===== config.mk =====
export PLATFORM = sky130hd
export DESIGN_NAME = seg7_scan
export DESIGN_NICKNAME = d
export VERILOG_FILES = /design/src/rtl/seg7_scan.sv
export SDC_FILE = /design/constraint.sdc
export NUM_CORES = 1
export LEC_CHECK = 0
export BUFFER_PORTS_ARGS = -buffer_cell sky130_fd_sc_hd__buf_2
export CORE_ASPECT_RATIO = 0.9
export CORE_MARGIN = 5
export CORE_UTILIZATION = 60
export DETAILED_ROUTE_END_ITERATION = 6
export HOLD_SLACK_MARGIN = 0.05
export PLACE_DENSITY_LB_ADDON = 0.3
export SLEW_MARGIN = 20
export SYNTH_ARGS = -nofsm -noshare
export SYNTH_HDL_FRONTEND = slang
export SYNTH_SLANG_ARGS = --single-unit

===== constraint.sdc =====
create_clock -name master_clk -period 4.4 [get_ports master_clk]
set_input_delay 0.44 -clock master_clk [delete_from_list [all_inputs] [get_ports master_clk]]
set_output_delay 0.44 -clock master_clk [all_outputs]
set_load 0.01 [all_outputs]

===== src/rtl/seg7_scan.sv =====
// Four-digit multiplexed seven-segment driver: synchronizes refresh/blink square waves and scans
// a snapshotted frame of hex digits onto active-low anodes/cathodes with an anti-ghosting gap.
module seg7_scan #(
    parameter int unsigned BLANK_CYCLES = 1000
) (
    input  logic        master_clk,
    input  logic        rst_n,
    input  logic        refresh_in,
    input  logic        blink_in,
    input  logic [15:0] digits,
    input  logic [3:0]  blink_mask,
    input  logic [3:0]  blank_mask,
    input  logic [3:0]  dp_mask,
    output logic [6:0]  seg,
    output logic        dp_n,
    output logic [3:0]  an
);

    typedef enum logic {StBlank, StShow} state_e;

    localparam logic [15:0] BlankLast = 16'(BLANK_CYCLES - 1);

    logic        ref_s1_q, ref_s2_q, ref_s3_q;
    logic        blk_s1_q, blk_s2_q;
    state_e      state_q, state_d;
    logic [15:0] cnt_q, cnt_d;
    logic [1:0]  idx_q, idx_d;
    logic        first_q, first_d;
    logic [15:0] fr_digits_q, fr_digits_d;
    logic [3:0]  fr_blink_q, fr_blink_d;
    logic [3:0]  fr_blank_q, fr_blank_d;
    logic [3:0]  fr_dp_q, fr_dp_d;
    logic [6:0]  seg_q, seg_d;
    logic        dp_n_q, dp_n_d;
    logic [3:0]  an_q, an_d;
    logic        refresh_pulse;
    logic        snap;
    logic        dark;

    function automatic logic [6:0] hex_to_seg(input logic [3:0] v);
        logic [6:0] s;
        case (v)
            4'h0:    s = 7'b1000000;
            4'h1:    s = 7'b1111001;
            4'h2:    s = 7'b0100100;
            4'h3:    s = 7'b0110000;
            4'h4:    s = 7'b0011001;
            4'h5:    s = 7'b0010010;
            4'h6:    s = 7'b0000010;
            4'h7:    s = 7'b1111000;
            4'h8:    s = 7'b0000000;
            4'h9:    s = 7'b0010000;
            4'hA:    s = 7'b0001000;
            4'hB:    s = 7'b0000011;
            4'hC:    s = 7'b1000110;
            4'hD:    s = 7'b0100001;
            4'hE:    s = 7'b0000110;
            default: s = 7'b0001110;
        endcase
        return s;
    endfunction

    assign refresh_pulse = ref_s2_q & ~ref_s3_q;

    always_comb begin
        state_d     = state_q;
        cnt_d       = cnt_q;
        idx_d       = idx_q;
        first_d     = first_q;
        snap        = 1'b0;
        fr_digits_d = fr_digits_q;
        fr_blink_d  = fr_blink_q;
        fr_blank_d  = fr_blank_q;
        fr_dp_d     = fr_dp_q;

        if (refresh_pulse) begin
            // An edge always restarts the gap, even mid-gap, so a too-fast refresh stays dark
            idx_d   = idx_q + 2'd1;
            state_d = StBlank;
            cnt_d   = '0;
            snap    = (idx_q == 2'd3);
        end else if (state_q == StBlank) begin
            if (cnt_q == BlankLast) begin
                state_d = StShow;
                cnt_d   = '0;
                if (first_q) begin
                    snap    = 1'b1;
                    first_d = 1'b0;
                end
            end else begin
                cnt_d = cnt_q + 16'd1;
            end
        end

        if (snap) begin
            fr_digits_d = digits;
            fr_blink_d  = blink_mask;
            fr_blank_d  = blank_mask;
            fr_dp_d     = dp_mask;
        end
    end

    // Outputs are precomputed from next-state values so the display register tracks the FSM
    always_comb begin
        an_d   = 4'b1111;
        seg_d  = 7'h7F;
        dp_n_d = 1'b1;
        dark   = fr_blank_d[idx_d] | (fr_blink_d[idx_d] & blk_s2_q);
        if (state_d == StShow) begin
            an_d = ~(4'b0001 << idx_d);
            if (!dark) begin
                seg_d  = hex_to_seg(fr_digits_d[{idx_d, 2'b00} +: 4]);
                dp_n_d = ~fr_dp_d[idx_d];
            end
        end
    end

    always_ff @(posedge master_clk or negedge rst_n) begin
        if (!rst_n) begin
            ref_s1_q    <= 1'b0;
            ref_s2_q    <= 1'b0;
            ref_s3_q    <= 1'b0;
            blk_s1_q    <= 1'b0;
            blk_s2_q    <= 1'b0;
            state_q     <= StBlank;
            cnt_q       <= '0;
            idx_q       <= '0;
            first_q     <= 1'b1;
            fr_digits_q <= '0;
            fr_blink_q  <= '0;
            fr_blank_q  <= '0;
            fr_dp_q     <= '0;
            seg_q       <= 7'h7F;
            dp_n_q      <= 1'b1;
            an_q        <= 4'b1111;
        end else begin
            ref_s1_q    <= refresh_in;
            ref_s2_q    <= ref_s1_q;
            ref_s3_q    <= ref_s2_q;
            blk_s1_q    <= blink_in;
            blk_s2_q    <= blk_s1_q;
            state_q     <= state_d;
            cnt_q       <= cnt_d;
            idx_q       <= idx_d;
            first_q     <= first_d;
            fr_digits_q <= fr_digits_d;
            fr_blink_q  <= fr_blink_d;
            fr_blank_q  <= fr_blank_d;
            fr_dp_q     <= fr_dp_d;
            seg_q       <= seg_d;
            dp_n_q      <= dp_n_d;
            an_q        <= an_d;
        end
    end

    assign seg  = seg_q;
    assign dp_n = dp_n_q;
    assign an   = an_q;

endmodule


# Word-level counts from Yosys, hierarchy flattened
# Memories as Yosys holds them, arrays and structs flattened.
# Index checks and enable logic that the tools add are counted.
# word_totals
word_cells,60
register_bits,65
output_inout_bits,12
memories,1
inputBits,32
romBits,112
# mem_list
name,depth,width,read_ports,rd_clocked_by_memory_dff,write_ports,line_no,source
(no name shown),16,7,1,0,0,42,case (v)
# classes
eq_ne,3
reduce_logical,1
order_cmp,1
n_bitwise,8
shifts,2
addsub,2
muxes,26
# ops
op,count
two-way mux 16 bit,4
"adder 16 x 1 -> 16 bit, second input constant",1
"equality test 16 x 10 -> 1 bit, second input constant",1
two-way mux 4 bit,4
variable part select 16 x 5 -> 4 bit,1
two-way mux 7 bit,2
two-way mux 1 bit,12
binary-select mux 1 bit (select 2 bit),3
inverter 1 bit,4
inverter 4 bit,1
"<< shifter 1 x 2 -> 4 bit, first input constant",1
"< comparator 2 x 3 -> 1 bit, second input constant",1
AND reduction 3 bit,1
"adder 2 x 1 -> 2 bit, second input constant",1
AND 1 bit,2
"equality test 2 bit, second input constant",1
two-way mux 2 bit,1
"!= test 2 x 1 -> 1 bit, second input constant",1
OR 1 bit,1

# Longest topological paths before layout
# Gate-level depths: netlist of run 1.
# logic_depth
ltp_word,11
depth_mapped,14
mapped_depth_nobuf,13

# Worst setup path after synthesis of run 1
# OpenSTA, ideal clock, no wires.
# synth_timing
path_type,register to register
startpoint,register cnt_q[10]
endpoint,"register seg_q[3], in the netlist seg[3]"
synth_period_minus_slack_ns,3.001
path_stages_with_launch,13
required_time_ns,4.328
path_buffers,1
slack_ns,1.399
arrival_ns,2.929
setup_ns,0.072
path_cell_list,dfrtp_1 or4_4 nor4_4 a21boi_2 buf_6 mux2_2 mux2i_1 mux2i_1 inv_1 ha_1 mux2i_1 nor2_1 o21ai_1
# synth_between
elab_cells_between_ends,20
cone_classes,eq/ne (1); shift (1); mux (15); bitwise (2); memory (1)
# synth_rtl
item,line_no,source
start: declaration,26,"logic [15:0] cnt_q, cnt_d;"
start signal: assignment,143,cnt_q <= cnt_d;
equality test 16 x 10 -> 1 bit,83,if (cnt_q == BlankLast) begin
two-way mux 1 bit,83,
two-way mux 1 bit,82,end else if (state_q == StBlank) begin
two-way mux 1 bit,76,if (refresh_pulse) begin
two-way mux 16 bit,95,if (snap) begin
net fr_digits_d[12],29,"logic [15:0] fr_digits_q, fr_digits_d;"
variable part select 16 x 5 -> 4 bit,112,"seg_d = hex_to_seg(fr_digits_d[{idx_d, 2'b00} +: 4]);"
memory read (16 x 7 bit),--,
two-way mux 7 bit,111,if (!dark) begin
two-way mux 7 bit,109,if (state_d == StShow) begin
net seg_d[3],33,"logic [6:0] seg_q, seg_d;"
end signal: assignment,150,seg_q <= seg_d;
end: declaration,33,
# The timed path passes the listed nets, and every way through them passes these cells. The select of a mux whose other input is x is not followed.
# A chain may end at the register's enable or synchronous reset.

# Worst setup path after layout of run 1
# layout_timing
startpoint,register cnt_q[10]
endpoint,"register seg_q[0], in the netlist seg[0]"
# layout_between
elab_chain_len,11
elab_cells_between_ends,20
cone_classes,eq/ne (1); shift (1); mux (15); bitwise (2); memory (1)
# layout_lines
item,line_no
equality test 16 x 10 -> 1 bit (*),83
"parallel branches: the longest is 9 deep, another holds memory read (16 x 7 bit)",--
two-way mux 7 bit (*),109
net seg_d[0],33
# Mark *: on every way through the listed nets, which the timed path passes. The select of a mux whose other input is x is not followed.

==> results of run 1 <==
-- cell type report --
type / instances / share of cell area
clock buffers: 14 / 0.0494
clock inverters: 2 / 0.00271
inverters: 13 / 0.0132
multi-input cells: 189 / 0.401
flip-flops and latches: 65 / 0.444
well taps: 67 / 0.0227
repair buffers: 47 / 0.0670
-- sequential cells by signal, indices dropped and copies added, names as in the netlist, 2 cells and up --
name,flops
seg,7
fr_blank_q,4
cnt_q,16
an,4
fr_blink_q,4
fr_dp_q,4
idx_q,2
fr_digits_q,16
-- critical path, stage by stage (launching register included) --
cell      delay [ps]
dfrtp_1          400
or4_4            550
nor4_4           440
a21boi_4         260
buf_4            290
nand2b_1         180
a221o_1          320
nand2_1          180
inv_1            120
ha_1             240
inv_1            100
nor2_1            60
mux2i_1          150
nand4_1          110
-- kinds of logic (layout without fill, tap and decap cells) --
kind of cell / after synthesis / count (layout) / share of synthesized area
AND/OR/NAND/NOR: 79 / 79 / 0.128
flip-flops: 65 / 65 / 0.511
AO/OA/AOI/OAI: 53 / 53 / 0.108
multiplexers: 47 / 47 / 0.181
buffers and inverters: 22 / 76 / 0.0296
adder cells (fa/ha/maj): 8 / 8 / 0.0312
XOR/XNOR: 2 / 2 / 0.0113
-- layer usage --
metal,vias to the layer above,global-route usage
li1,1101,-
met1,1098,0.295
met2,64,0.302
met3,11,0.0815
met4,0,0.0752
met5,-,0
-- Yosys cell counts, types with 4 or more instances --
cell	number	share of area
nand2b_1	5	0.0097
mux2_2	19	0.067
and2_1	5	0.0097
mux2i_1	17	0.053
ha_1	8	0.031
mux2_4	4	0.019
a21oi_1	7	0.011
o21ai_0	23	0.036
dfrtp_1	52	0.40
nand3_1	15	0.023
mux4_2	4	0.028
dfstp_2	13	0.11
inv_1	11	0.013
clkbuf_1	6	0.0070
nor2_1	11	0.013
o211ai_1	4	0.0093
nand2_1	27	0.032
-- worst max-delay path by stage --
| stage | start | end | depth (start not counted) |
|---|---|---|---|
| 2_1_floorplan | cnt_q[10] | seg[3] | 12 |
| 3_3_place_gp | cnt_q[10] | seg[0] | 13 |
| 3_5_place_dp | cnt_q[10] | seg[0] | 13 |
| 4_1_cts | cnt_q[10] | seg[0] | 13 |
| 5_1_grt | cnt_q[10] | seg[0] | 13 |
| 6_report | cnt_q[10] | seg[0] | 13 |
-- stage by stage --
stage	util	hold slack, ps	instances
floorplan	-	144	276
global placement	0.669	333	380
detailed placement	0.669	336	380
CTS	0.708	180	397
global route	0.708	179	397
finish	0.708	199	397
-- power groups by stage --
| stage | combinational (mW) | sequential, mW | clock (mW) |
|---|---|---|---|
| 2_1_floorplan | 0.856 | 0.817 | 0 |
| 3_3_place_gp | 1.02 | 0.833 | 0 |
| 3_5_place_dp | 1.05 | 0.838 | 0 |
| 4_1_cts | 1.06 | 0.831 | 0.495 |
| 5_1_grt | 1.17 | 0.852 | 0.525 |
| 6_report | 1.05 | 0.831 | 0.481 |
-- repair_timing --
action,4_1_cts,5_1_grt
hold endpoints to repair,14,0
buffers inserted,0,0
hold buffers,1,0
==> qor.yml, run 1 <==
routing:
  wl_met1_um: 2980
  dr.max_layer_used: "met4"
  drtPass1Iterations: 4
  drtIter0Drc: 166
  wl_met2_um: 2810
  antenna_left: 0
  drt-total-wl_um: 6360
  vias: 2274
  drc: 0
  wl_met3_um: 456
  vias_per_cell: 5.73
  avgRoutedWirePerCell_um: 16.0
critical_path:
  path_class: "register to register"
  reg2regPathDepth: 13
  setup.worst_path.end_class: "register"
  worstSetupStartpointType: "register"
  required_ps: 4650
  crit_arrival_ps: 3750
  rr_startpoint: "cnt_q[10]"
  worstReg2RegEnd: "seg[0]"
  critPathMaxFanout: 18
  ff2ff_setup_slack_ps: 900
timing:
  hold_violations: 0
  grt_setup_unrepaired: "false"
  min_period_ps: 3500
  setup_ws_ps: 904
  slew_violations: 0
  setup_violations: 0
  fin_crit_sh: 0.795
  slew_headroom: 0.360
  finalSetupTns_ps: 0
  max_freq_ghz: 0.286
  finClkSkew_ps: 8.92
  worst_pin_slew_ps: 952
place:
  port_buffers: 43
  routabilityCongestion: 0.821
  place_area_mm2: 0.00350
  dp_slack_ps: 949
  hpwlAfterDp_um: 4400
grt:
  grt_pass1_vias: 2314
  grt_pass1_wl_um: 11000
  grt_max_degree: 46
  grt_overflow: 0
  antenna_found_initial: 0
  grt_use_total: 0.212
pwr:
  comb_power_share: 0.444
  leakagePower_nw: 1.68
  p_seq_frac: 0.352
  max-vdd-ir-drop_mv: 0.453
  power_density_mw_per_mm2: 639
  power.internal_mw: 1.50
  netSwitchingFraction: 0.366
  switchingPower_mw: 0.865
  pwr-share-clk: 0.204
  finalPower_mw: 2.36
clocking:
  cts_buffers: 9
  numClockSinks: 65
  cts-root-buf: "clkbuf_8"
  cts.repair.resized: 0
  path_clk_slew_ps: 70
  tritoncts: "built"
  cts.path.max_buffers: 2
  clock_latency_ps: 350
  htreeDepth: 3
yosys:
  ys_seq_area_frac: 0.511
  synth_edf_count: 0
  synthDistinctLibCells: 53
  synth_ff_type: "dfrtp_1"
  yosys_warnings: 0
  synth-async-reset-ratio: 1.00
  mappedNetlistNets: 316
  syn_area_mm2: 0.00321
  ys_seq_elements: 65
  synth_area_per_cell_um2: 11.6
  synth_cells: 276
hold_path:
  hold_path.startpoint: "blink_in"
  hp-class: "input pin to register"
  min_to: "blk_s1_q"
  holdPathStages: 1
cells_and_area:
  layout_common_cells: "52 x dfrtp_1, 43 x buf_2, 27 x nand2_1"
  fin_area_mm2: 0.00370
  diodes: 0
  multi_input_area_mm2: 0.00148
  nNetsFinal: 365
  syn_to_final_growth_pct: 15.1
  drive_above_1_share: 0.336
  layout_commonest_cell: "dfrtp_1"
  fill_cells: 400
  seqCellArea_mm2: 0.00164
floorplan:
  die_h_um: 79.4
  io_pins: 44
  fp.coreArea_mm2: 0.00522
  dieArea_mm2: 0.00692
  die_x_um: 87.1
  num_rows: 25
  floorplan.initialDensity: 0.615
status:
  run_status: "finished clean"
job:
  drv_cap: 0
Power figures use the tool's default switching activity.
==> inputs of run 2 (changes only) <==
--- a/config.mk
+++ b/config.mk
@@ -8,7 +8,7 @@
 export BUFFER_PORTS_ARGS = -buffer_cell sky130_fd_sc_hd__buf_2
 export CORE_ASPECT_RATIO = 0.9
 export CORE_MARGIN = 5
-export CORE_UTILIZATION = 60
+export CORE_UTILIZATION = 52
 export DETAILED_ROUTE_END_ITERATION = 6
 export HOLD_SLACK_MARGIN = 0.05
 export PLACE_DENSITY_LB_ADDON = 0.3
==> constraint.sdc (replaced) <==
create_clock -name master_clk -period 2.9 [get_ports master_clk]
set_input_delay 0.29 -clock master_clk [delete_from_list [all_inputs] [get_ports master_clk]]
set_output_delay 0.29 -clock master_clk [all_outputs]
set_load 0.01 [all_outputs]
==> run 2 against run 1 <==
Effect of this change: critical path depth down 1; hold slack worse by 41 ps; count of clock-buffer cells in the layout down 1; non-clock buffer count up 27; final area up 9.5%; fmax up 22%; combinational power up 95%; clock skew up 3.0 ps; final cell count up 8.3%; setup slack worse by 860 ps; critical path type unchanged; critical endpoint is now seg[3]; largest cell class unchanged.
==> qor.yml, run 2 (synthesis gave the netlist of run 1 again) <==
status:
  run_status: "finished clean"
clocking:
  path_clk_slew_ps: 80
  clock_latency_ps: 350
  numClockSinks: 65
  htreeDepth: 3
  cts.path.max_buffers: 2
  tritoncts: "built"
  cts-root-buf: "clkbuf_8"
  cts_buffers: 9
grt:
  grt_overflow: 0
  grt_use_total: 0.187
  grt_max_degree: 36
  grt_pass1_wl_um: 11400
  grt_pass1_vias: 2340
  antenna_found_initial: 0
critical_path:
  ff2ff_setup_slack_ps: 40
  critPathMaxFanout: 8
  reg2regPathDepth: 12
  required_ps: 3180
  path_class: "register to register"
  worstSetupStartpointType: "register"
  crit_arrival_ps: 3140
  setup.worst_path.end_class: "register"
timing:
  setup_ws_ps: 41.7
  grt_setup_unrepaired: "true"
  worst_pin_slew_ps: 539
  hold_violations: 0
  finClkSkew_ps: 12.0
  min_period_ps: 2860
  slew_headroom: 0.641
  timing.hold.ws_ps: 158
  fin_crit_sh: 0.986
  setup_violations: 0
  slew_violations: 0
  max_freq_ghz: 0.350
cells_and_area:
  fill_cells: 453
  drive_above_1_share: 0.427
  layout_common_cells: "52 x dfrtp_1, 43 x buf_2, 27 x buf_4"
  final_util: 0.666
  fin_cells: 430
  nNetsFinal: 393
  layout_commonest_cell: "dfrtp_1"
  syn_to_final_growth_pct: 26.0
  diodes: 0
pwr:
  leakagePower_nw: 1.84
  power_density_mw_per_mm2: 1010
  max-vdd-ir-drop_mv: 0.663
  finalPower_mw: 4.09
hold_path:
  hp-class: "input pin to register"
  holdPathStages: 3
floorplan:
  die_x_um: 92.9
  num_rows: 27
  floorplan.initialDensity: 0.528
  fp.coreArea_mm2: 0.00608
  dieArea_mm2: 0.00785
  io_pins: 44
  die_h_um: 84.6
place:
  routabilityCongestion: 0.833
  post-place-cells: 406
  port_buffers: 43
  hpwlAfterDp_um: 4700
  dp_slack_ps: -36.7
routing:
  drc: 0
  drt-total-wl_um: 6930
  vias: 2372
  vias_per_cell: 5.52
  drtIter0Drc: 220
  avgRoutedWirePerCell_um: 16.1
  drtPass1Iterations: 4
  antenna_left: 0
job:
  drv_cap: 0
==> run 2: cell count changes in the layout (fill, tap and decap cells not counted), moves of 3 or more <==
cell,delta
mux2i_1,-6
mux2i_4,+3
inv_2,+3
mux2i_2,+3
buf_4,+24
inv_1,-3
ha_1,-3
==> run 2: area by class of cell <==
cell class                      count  area [um2]  share of cell area
Tap cell                           72        90.1              0.0222
Sequential cell                    65        1640               0.406
Clock buffer                       13         159              0.0392
Inverter                           13        48.8              0.0121
Multi-Input combinational cell    190        1610               0.397
Timing Repair Buffer               74         459               0.113
Clock inverter                      3        40.0             0.00989
==> run 2: worst max-delay path, stage by stage, from the launching register on <==
cell and delay (ps):
dfrtp_1 390, or4_4 570, nor4_4 260, buf_4 190
a21boi_4 110, mux2_4 340, mux2i_4 170, mux2i_4 120
inv_2 120, ha_4 220, mux2i_1 140, nor2_1 50
o21ai_1 110
==> run 2: report_power, final <==
group          internal, mW  total [mW]  switching (mW)  leakage (nW)
Combinational          1.00        2.05            1.05         0.959
Clock                 0.442       0.780           0.338         0.103
Sequential             1.14        1.25           0.107         0.778
==> run 2: worst paths after layout <==
check	from	end
min in group asynchronous	rst_n	fr_blink_q[0]
max	cnt_q[12]	seg[3]
max in group asynchronous	rst_n	an[1]
max reg2reg	cnt_q[12]	seg[3]
min	digits[3]	fr_digits_q[3]
min reg2reg	ref_s1_q	ref_s2_q
==> run 2: repair_timing <==
item / 4_1_cts / 5_1_grt
gates cloned: 1 / 0
endpoints found under the hold margin: 54 / 0
pin swaps: 3 / 4
setup endpoints to repair: 6 / 8
gates resized for setup: 1 / 21
buffers inserted: 1 / 3
hold buffers: 3 / 0
==> run 2: routing by layer <==
layer | track usage | vias up | share of wire
li1 | - | 1153 | -
met1 | 0.272 | 1135 | 0.47
met2 | 0.263 | 71 | 0.45
met3 | 0.0618 | 13 | 0.064
met4 | 0.0652 | 0 | 0.015
met5 | 0 | - | 0
==> run 2: metrics by stage <==
stage	area [um2]	setup TNS [ps]
2_1_floorplan	3230	-29.1
3_3_place_gp	3670	0
3_5_place_dp	3670	-124
4_1_cts	3920	0
5_1_grt	4050	-234
6_report	4050	0
==> inputs of run 3 (changes only) <==
--- a/config.mk
+++ b/config.mk
@@ -9,6 +9,8 @@
 export CORE_ASPECT_RATIO = 0.9
 export CORE_MARGIN = 5
 export CORE_UTILIZATION = 52
+export CTS_BUF_LIST = sky130_fd_sc_hd__clkbuf_16
+export CTS_CLUSTER_SIZE = 12
 export DETAILED_ROUTE_END_ITERATION = 6
 export HOLD_SLACK_MARGIN = 0.05
 export PLACE_DENSITY_LB_ADDON = 0.3
==> run 3 against run 2 <==
Effect of this change: final area is 4.6% higher; non-clock buffer count rose by 2; final cell count increased by 0.70%; fmax is 1.4% lower; highest routed layer unchanged.
==> qor.yml, run 3 (synthesis gave the netlist of run 1 again) <==
routing:
  drtPass1Iterations: 5
  antenna_left: 0
  vias: 2477
  vias_per_cell: 5.72
  drc: 0
  drt-total-wl_um: 7610
  drtIter0Drc: 183
  avgRoutedWirePerCell_um: 17.6
timing:
  slew_violations: 0
  worst_pin_slew_ps: 535
  hold_violations: 0
  finalSetupTns_ps: 0
  finClkSkew_ps: 5.27
  max_freq_ghz: 0.345
  slew_headroom: 0.643
  min_period_ps: 2900
  fin_crit_sh: 0.999
  grt_setup_unrepaired: "true"
  setup_violations: 0
floorplan:
  fp.coreArea_mm2: 0.00608
  num_rows: 27
  io_pins: 44
  die_x_um: 92.9
  dieArea_mm2: 0.00785
  floorplan.initialDensity: 0.528
  die_h_um: 84.6
cells_and_area:
  diodes: 0
  fill_cells: 428
  nNetsFinal: 396
  layout_common_cells: "52 x dfrtp_1, 43 x buf_2, 30 x buf_4"
  syn_to_final_growth_pct: 31.8
  drive_above_1_share: 0.449
  layout_commonest_cell: "dfrtp_1"
  final_util: 0.697
clocking:
  htreeDepth: 3
  clock_latency_ps: 320
  numClockSinks: 65
  path_clk_slew_ps: 50
  cts.path.max_buffers: 2
  cts-root-buf: "clkbuf_16"
  tritoncts: "built"
  cts_buffers: 9
critical_path:
  crit_path_end: "seg[6]"
  reg2regPathDepth: 11
  rr_startpoint: "cnt_q[13]"
  worstReg2RegEnd: "seg[6]"
  worstSetupStartpointType: "register"
  setup.worst_path.end_class: "register"
  crit_arrival_ps: 3150
  path_class: "register to register"
  critPathMaxFanout: 8
  required_ps: 3150
  ff2ff_setup_slack_ps: 2
  cp-startpoint: "cnt_q[13]"
grt:
  grt_use_total: 0.186
  grt_overflow: 0
  grt_pass1_wl_um: 11400
  grt_pass1_vias: 2350
  grt_max_degree: 36
  antenna_found_initial: 0
pwr:
  max-vdd-ir-drop_mv: 0.711
  leakagePower_nw: 1.90
  power_density_mw_per_mm2: 1110
place:
  hpwlAfterDp_um: 4700
  routabilityCongestion: 0.833
  port_buffers: 43
status:
  run_status: "finished clean"
job:
  drv_cap: 0
hold_path:
  hp-class: "input pin to register"
## run 3: changes by cell type in the layout (fill, tap and decap cells not counted), sizes merged
| cell | before | now |
|---|---|---|
| buf | 71 | 75 |
| clkbuf | 13 | 9 |
| clkinv | 3 | 5 |
| dlygate4sd3 | 3 | 1 |
| inv | 12 | 14 |
| mux2i | 19 | 20 |
## run 3: what timing repair did
item | 4_1_cts | 5_1_grt
pin swaps | 3 | 10
hold buffers | 1 | 0
buffers inserted | 1 | 8
gates resized for setup | 2 | 36
setup endpoints to repair | 6 | 8
cloned | 1 | 1
endpoints found under the hold margin | 52 | 0
## run 3: worst min-delay path by stage
| stage | start | end | slack, ps | cells after the start |
|---|---|---|---|---|
| floorplan | rst_n | blk_s1_q | -6 | 0 |
| global placement | ref_s1_q | ref_s2_q | 330 | 0 |
| detailed placement | blk_s1_q | blk_s2_q | 330 | 0 |
| CTS | refresh_in | ref_s1_q | 60 | 1 |
| global route | blink_in | blk_s1_q | 60 | 1 |
| finish | refresh_in | ref_s1_q | 70 | 1 |
## run 3: power breakdown
part / total [mW] / switching [mW] / internal, mW
Sequential: 1.27 / 0.120 / 1.15
Clock: 1.02 / 0.372 / 0.649
Combinational: 2.42 / 1.24 / 1.18
Total: 4.71 / 1.73 / 2.97
## run 3: metal layers
| metal | global-route usage | wire length, um |
|---|---|---|
| met5 | 0 | 0 |
| met2 | 0.259 | 3590 |
| met3 | 0.0591 | 396 |
| met4 | 0.0719 | 102 |
| met1 | 0.272 | 3520 |
## run 3: through the flow
step | setup WS, ps | power [mW] | instance area (um2) | instances | hold slack (ps)
detailed placement | -36.7 | 3.06 | 3670 | 406 | 335
floorplan | -29.1 | 2.57 | 3230 | 276 | -5.59
CTS | 12.6 | 4.11 | 3980 | 425 | 59.6
finish | 2.07 | 4.71 | 4240 | 433 | 70.2
global route | -114 | 4.99 | 4240 | 433 | 58.1
global placement | 40.5 | 3.01 | 3670 | 406 | 335
## run 3: cell type report
cell class,count,area [um2],share of cell area
clock buffer,9,225,0.0532
clock inverter,7,55.1,0.0130
multi-input combinational,191,1700,0.400
tap,72,90.1,0.0213
inverter,13,53.8,0.0127
timing repair buffer,76,473,0.112
sequential,65,1640,0.388
## run 3: critical path, stage by stage, from the launching register on
cell and delay (ps):
dfrtp_1 380, or4_4 550, nor4_4 260, buf_4 180, a21boi_4 110, mux2i_2 170, a221o_1 410, nand2_4 140
ha_4 140, inv_2 40, mux2_4 260, o211ai_1 170
